File: config.mk
export PLATFORM = sky130hd
export DESIGN_NAME = mem_bus_responder
export DESIGN_NICKNAME = d
export VERILOG_FILES = /design/src/rtl/mem_map_pkg.sv /design/src/rtl/sync_fifo.sv /design/src/rtl/mem_bus_responder.sv
export SDC_FILE = /design/constraint.sdc
export NUM_CORES = 1
export LEC_CHECK = 0
export CAP_MARGIN = 20
export CORE_AREA = 4 4 128 130
export CTS_BUF_LIST = sky130_fd_sc_hd__clkbuf_16
export CTS_CLUSTER_SIZE = 30
export DETAILED_ROUTE_END_ITERATION = 10
export DIE_AREA = 0 0 132 134
export GPL_TIMING_DRIVEN = 0
export HOLD_SLACK_MARGIN = 0.06
export PLACE_DENSITY_LB_ADDON = 0.08
export SLEW_MARGIN = 10
export SYNTH_ARGS = -nofsm -noshare
export SYNTH_HDL_FRONTEND = slang
export SYNTH_SLANG_ARGS = --single-unit
File: constraint.sdc
create_clock -name clk -period 4.1 [get_ports clk]
set_clock_uncertainty 0.2 [all_clocks]
set_input_delay 0.82 -clock clk [delete_from_list [all_inputs] [get_ports clk]]
set_output_delay 0.82 -clock clk [all_outputs]
set_load 0.02 [all_outputs]
File: src/rtl/mem_map_pkg.sv
// Address map, STAT field layout and bus request payload for the CPU memory bus responder.
package mem_map_pkg;

    localparam int unsigned DATA_W = 16;
    localparam int unsigned BYTE_W = 8;

    localparam logic [DATA_W-1:0] RAM_TOP   = 16'h3FFF;
    localparam logic [DATA_W-1:0] ADDR_LED  = 16'hFF00;
    localparam logic [DATA_W-1:0] ADDR_SW   = 16'hFF01;
    localparam logic [DATA_W-1:0] ADDR_CNT  = 16'hFF02;
    localparam logic [DATA_W-1:0] ADDR_FIFO = 16'hFF03;
    localparam logic [DATA_W-1:0] ADDR_STAT = 16'hFF04;

    localparam int unsigned STAT_FULL   = 0;
    localparam int unsigned STAT_EMPTY  = 1;
    localparam int unsigned STAT_OVF    = 2;
    localparam int unsigned STAT_CNT_LO = 3;
    localparam int unsigned STAT_CNT_W  = 3;

    typedef struct packed {
        logic [DATA_W-1:0] addr;
        logic              we;
        logic [DATA_W-1:0] wdata;
    } bus_req_t;

    function automatic logic is_ram(input logic [DATA_W-1:0] addr);
        return addr <= RAM_TOP;
    endfunction

endpackage

File: src/rtl/sync_fifo.sv
// Small synchronous FIFO; a push into a full FIFO is only accepted when a pop frees a slot that cycle.
module sync_fifo #(
    parameter int unsigned WIDTH = 8,
    parameter int unsigned DEPTH = 4,
    localparam int unsigned CNT_W = $clog2(DEPTH) + 1
) (
    input  logic             clk,
    input  logic             rst,
    input  logic             push,
    input  logic [WIDTH-1:0] push_data,
    input  logic             pop,
    output logic [WIDTH-1:0] head,
    output logic             full,
    output logic             empty,
    output logic [CNT_W-1:0] count,
    output logic             overflow_pulse
);
    localparam int unsigned PTR_W = $clog2(DEPTH);

    logic [WIDTH-1:0] mem [DEPTH];
    logic [PTR_W-1:0] wr_ptr;
    logic [PTR_W-1:0] rd_ptr;
    logic [CNT_W-1:0] cnt_q;
    logic             do_push;
    logic             do_pop;

    assign full           = (cnt_q == CNT_W'(DEPTH));
    assign empty          = (cnt_q == '0);
    assign count          = cnt_q;
    assign head           = mem[rd_ptr];
    assign do_pop         = pop && !empty;
    assign do_push        = push && (!full || do_pop);
    assign overflow_pulse = push && full && !do_pop;

    // Storage is reset so the head reads 0 out of reset.
    always_ff @(posedge clk or posedge rst) begin
        if (rst) begin
            for (int i = 0; i < int'(DEPTH); i++) mem[i] <= '0;
            wr_ptr <= '0;
            rd_ptr <= '0;
            cnt_q  <= '0;
        end else begin
            if (do_push) begin
                mem[wr_ptr] <= push_data;
                wr_ptr      <= wr_ptr + PTR_W'(1);
            end
            if (do_pop) rd_ptr <= rd_ptr + PTR_W'(1);
            case ({do_push, do_pop})
                2'b10:   cnt_q <= cnt_q + CNT_W'(1);
                2'b01:   cnt_q <= cnt_q - CNT_W'(1);
                default: cnt_q <= cnt_q;
            endcase
        end
    end

endmodule

File: src/rtl/mem_bus_responder.sv
// CPU memory-bus responder: routes accesses to block RAM or MMIO registers with a uniform
// one-cycle read latency (MMIO read data is registered alongside the RAM's address register).
module mem_bus_responder
    import mem_map_pkg::*;
#(
    parameter int unsigned RAM_ADDR_W = 14,
    parameter int unsigned FIFO_DEPTH = 4
) (
    input  logic                  clk,
    input  logic                  rst,
    input  logic [15:0]           cpu_addr,
    input  logic                  cpu_we,
    input  logic [15:0]           cpu_wdata,
    output logic [15:0]           cpu_rdata,
    output logic [RAM_ADDR_W-1:0] ram_addr,
    output logic                  ram_we,
    output logic [15:0]           ram_wdata,
    input  logic [15:0]           ram_rdata,
    input  logic [7:0]            sw,
    output logic [7:0]            led,
    output logic [7:0]            out_data,
    output logic                  out_valid,
    input  logic                  out_ready
);
    localparam int unsigned FIFO_CNT_W = $clog2(FIFO_DEPTH) + 1;

    bus_req_t              req;
    logic                  sel_ram;
    logic                  wr_led;
    logic                  wr_cnt;
    logic                  wr_fifo;
    logic                  wr_stat;
    logic [BYTE_W-1:0]     sw_meta;
    logic [BYTE_W-1:0]     sw_sync;
    logic [DATA_W-1:0]     cnt_q;
    logic [DATA_W-1:0]     stat_word;
    logic [DATA_W-1:0]     mmio_d;
    logic [DATA_W-1:0]     mmio_q;
    logic                  sel_ram_q;
    logic                  overflow_q;
    logic                  fifo_full;
    logic                  fifo_empty;
    logic                  fifo_ovf_pulse;
    logic [FIFO_CNT_W-1:0] fifo_count;

    assign req     = '{addr: cpu_addr, we: cpu_we, wdata: cpu_wdata};
    assign sel_ram = is_ram(req.addr);
    assign wr_led  = req.we && (req.addr == ADDR_LED);
    assign wr_cnt  = req.we && (req.addr == ADDR_CNT);
    assign wr_fifo = req.we && (req.addr == ADDR_FIFO);
    assign wr_stat = req.we && (req.addr == ADDR_STAT);

    // RAM path is purely combinational; the RAM registers the address itself.
    assign ram_addr  = RAM_ADDR_W'(req.addr);
    assign ram_wdata = req.wdata;
    assign ram_we    = req.we && sel_ram;

    assign out_valid = !fifo_empty;
    assign cpu_rdata = sel_ram_q ? ram_rdata : mmio_q;

    sync_fifo #(
        .WIDTH (BYTE_W),
        .DEPTH (FIFO_DEPTH)
    ) u_fifo (
        .clk            (clk),
        .rst            (rst),
        .push           (wr_fifo),
        .push_data      (req.wdata[BYTE_W-1:0]),
        .pop            (out_valid && out_ready),
        .head           (out_data),
        .full           (fifo_full),
        .empty          (fifo_empty),
        .count          (fifo_count),
        .overflow_pulse (fifo_ovf_pulse)
    );

    always_comb begin
        stat_word                                  = '0;
        stat_word[STAT_FULL]                       = fifo_full;
        stat_word[STAT_EMPTY]                      = fifo_empty;
        stat_word[STAT_OVF]                        = overflow_q;
        stat_word[STAT_CNT_LO +: STAT_CNT_W]       = STAT_CNT_W'(fifo_count);
    end

    // Read mux sees pre-edge register values, so a same-cycle write returns the old value.
    always_comb begin
        mmio_d = '0;
        case (req.addr)
            ADDR_LED:  mmio_d = DATA_W'(led);
            ADDR_SW:   mmio_d = DATA_W'(sw_sync);
            ADDR_CNT:  mmio_d = cnt_q;
            ADDR_STAT: mmio_d = stat_word;
            default:   mmio_d = '0;
        endcase
    end

    always_ff @(posedge clk or posedge rst) begin
        if (rst) begin
            sw_meta    <= '0;
            sw_sync    <= '0;
            led        <= '0;
            cnt_q      <= '0;
            overflow_q <= 1'b0;
            mmio_q     <= '0;
            sel_ram_q  <= 1'b0;
        end else begin
            sw_meta <= sw;
            sw_sync <= sw_meta;
            if (wr_led) led <= req.wdata[BYTE_W-1:0];
            cnt_q <= wr_cnt ? '0 : cnt_q + DATA_W'(1);
            // A new overflow outranks a concurrent clear.
            if (fifo_ovf_pulse)  overflow_q <= 1'b1;
            else if (wr_stat)    overflow_q <= 1'b0;
            mmio_q    <= mmio_d;
            sel_ram_q <= sel_ram;
        end
    end

endmodule
==> qor.yml, run 1 <==
global_route:
  grt_pass1_vias: 3240
  grt_use_total: 0.128
  grt_pass1_wl_mm: 17.9
  overflow: 0
  grt_max_degree: 58
  antenna_found_initial: 0
clocking:
  cts_resized: 0
  post_cts_buffers: 0
  holdBufCountCts: 0
  cts.path.max_buffers: 2
  clkSlewWorstSetupHoldPaths_ns: 0.07
  ctsRootBufferMaster: "clkbuf_16"
  cts_tree: "done"
  numClockSinks: 97
  htree_num_levels: 3
  clkLatencyLatePin_ns: 0.34
  cts-buffers-inserted: 9
floorplan:
  core-area_um2: 15100
  io-pin-count: 124
  rows: 45
  die_area_um2: 17700
  initial_core_util: 0.300
  fp.dieH_um: 134
  die_w_um: 132
worst_setup_path:
  critical_path.max_fanout: 10
  crit_type: "flip-flop to output pin"
  r2r_slack_ns: 1.43
  start_kind: "flip-flop"
  cp.required_ns: 3.08
  cp_data_arrival_time_ns: 2.53
  endpoint_kind: "output pin"
timing:
  worst_slew_pin_slew_ns: 0.882
  finalCritPeriodShare: 0.865
  setup_viol: 0
  fin_ws_ns: 0.554
  finalCriticalPeriod_ns: 3.55
  hold_viol_final: 0
  final-max-slew-violation-count: 0
  setup_tns_ns: 0
  rsz0062_at_grt: "no"
  maxClockFrequency_mhz: 282
  maxSlewHeadroom: 0.412
pwr:
  netSwitchingFraction: 0.262
  sequentialPowerShare: 0.443
  p_clk_frac: 0.381
  ir_drop_mv: 0.266
  power_density_nw_per_um2: 377
  p_int_mw: 1.74
  pwr-share-comb: 0.176
  p_leak_nw: 2.77
  switching_power_mw: 0.619
routing:
  wl_per_cell_um: 16.8
  routed_wl_mm: 11.1
  drtPass1Iterations: 4
  drcViolationCount: 0
  vias_per_cell: 4.59
  num_vias: 3046
  drt-initial-drc-count: 136
  ant_nets: 0
place:
  place.gp.congestion: 0.739
  postPlaceCellArea_um2: 5940
  hpwl_mm: 8.20
  port_buffers: 114
  dpl_worst_slack_ns: 0.266
yosys:
  ys_ff_latch: 97
  ys_seq_area_frac: 0.535
  synth_flop_cell: "dfrtp_1"
  synth_edf_count: 0
  synthCells: 345
  synth_fp_nets: 412
  syn_area_per_cell_um2: 13.2
  synthDistinctLibCells: 40
  synth_area_um2: 4540
  async_reset_ff_frac: 1.00
  ys_warn_count: 0
layout:
  diodes: 0
  drive_gt1_frac: 0.267
  most-common-layout-cells: "clkdlybuf4s50_1 (114), dfrtp_1 (97), mux2_2 (57)"
  fin_area_um2: 6260
  final_nets: 538
  area_growth_pct: 38.0
  mostFrequentLayoutCell: "clkdlybuf4s50_1"
run_status:
  status: "complete, no violations"
run:
  maxCapViolations: 0
hold_path:
  min_path_type: "flip-flop to flip-flop"
## cell families (layout without fill, tap and decap cells)
| kind of cell | after synthesis | in the layout | share of synthesized area |
|---|---|---|---|
| multiplexers | 74 | 74 | 0.201 |
| adder cells (fa/ha/maj) | 7 | 7 | 0.0210 |
| AO/OA/AOI/OAI | 15 | 15 | 0.0212 |
| flip-flops | 97 | 97 | 0.535 |
| AND/OR/NAND/NOR | 83 | 83 | 0.117 |
| XOR/XNOR | 20 | 20 | 0.0386 |
| buffers and inverters | 49 | 180 | 0.0662 |
## flip-flops by register name (all words and copies together), names as in the netlist
name	flops
cnt_q	16
led	8
mmio_q	16
overflow_q	1
sel_ram_q	1
sw_meta	8
sw_sync	8
u_fifo.count	3
u_fifo.mem	32
u_fifo.rd_ptr	2
u_fifo.wr_ptr	2
## power by group through the flow
stage               registers (mW)  logic, mW  clock network, mW
floorplan                     1.05      0.257                  0
global route                  1.05      0.457              0.967
CTS                           1.05      0.424              0.931
finish                        1.05      0.415              0.899
detailed placement            1.06      0.421                  0
global placement              1.06      0.414                  0
## worst max-delay path, stage by stage (launching register included)
cell and delay [ns]:
dfrtp_1 0.32, clkbuf_1 0.66, mux4_2 0.64, clkdlybuf4s50_1 0.56
## cell type report
type,instances,area [um^2]
Buffer,39,263
Clock buffer,9,225
Clock inverter,7,93.8
Fill cell,1438,8880
Inverter,10,40.0
Multi-Input combinational cell,199,1810
Sequential cell,97,2430
Tap cell,188,235
Timing Repair Buffer,115,1170
## synthesized netlist by cell type (6+ instances only)
cell type  instances  area (um^2)
o21ai_0            7         35.0
nand2_1            8         30.0
inv_1             10         37.5
nand3_1            6         30.0
nor3_1             6         30.0
ha_1               6         75.1
buf_4             30          225
mux2_2            57          642
xnor2_1           12          105
dfrtp_1           97         2430
nor2_1            19         71.3
xor2_1             8         70.1
mux2i_1            9         90.1
mux4_2             8          180
and2_1            11         68.8
## final timing paths
kind / start / cells past startpoint / endpoint
setup / recovery: u_fifo.rd_ptr[0]$_DFFE_PP0P_ / 3 / out_data[7]
hold / removal: sw_meta[0]$_DFF_PP0_ / 0 / sw_sync[0]$_DFF_PP0_
setup reg to reg: u_fifo.count[0]$_DFFE_PP0P_ / 10 / u_fifo.count[2]$_DFFE_PP0P_
hold reg to reg: sw_meta[0]$_DFF_PP0_ / 0 / sw_sync[0]$_DFF_PP0_
max in group asynchronous: rst / 3 / cnt_q[2]$_DFF_PP0_
min in group asynchronous: rst / 2 / sw_meta[6]$_DFF_PP0_
## per-layer routing
layer / GRT usage / up-vias / part of all wire / wire length, um
met2: 0.189 / 103 / 0.44 / 4920
li1: - / 1439 / - / -
met1: 0.189 / 1493 / 0.50 / 5570
met5: 0 / - / 0 / 0
met3: 0.0240 / 11 / 0.044 / 492
met4: 0.0455 / 0 / 0.013 / 150
## per-stage QoR
stage	util	total power, mW	hold slack (ns)	std cells
after floorplan	-	1.31	0.131	345
after global placement	0.390	1.48	0.135	647
after detailed placement	0.392	1.49	0.135	648
after CTS	0.413	2.40	0.150	664
after global routing	0.413	2.47	0.158	664
final	0.413	2.36	0.148	664
No activity file was read; power rests on OpenSTA's default activity.
==> run 2, diff against run 1 <==
SKIP_CTS_REPAIR_TIMING = 1   (was default)
==> results of run 2 <==
No change in the layout: final DEF, timing and power equal those of run 1.
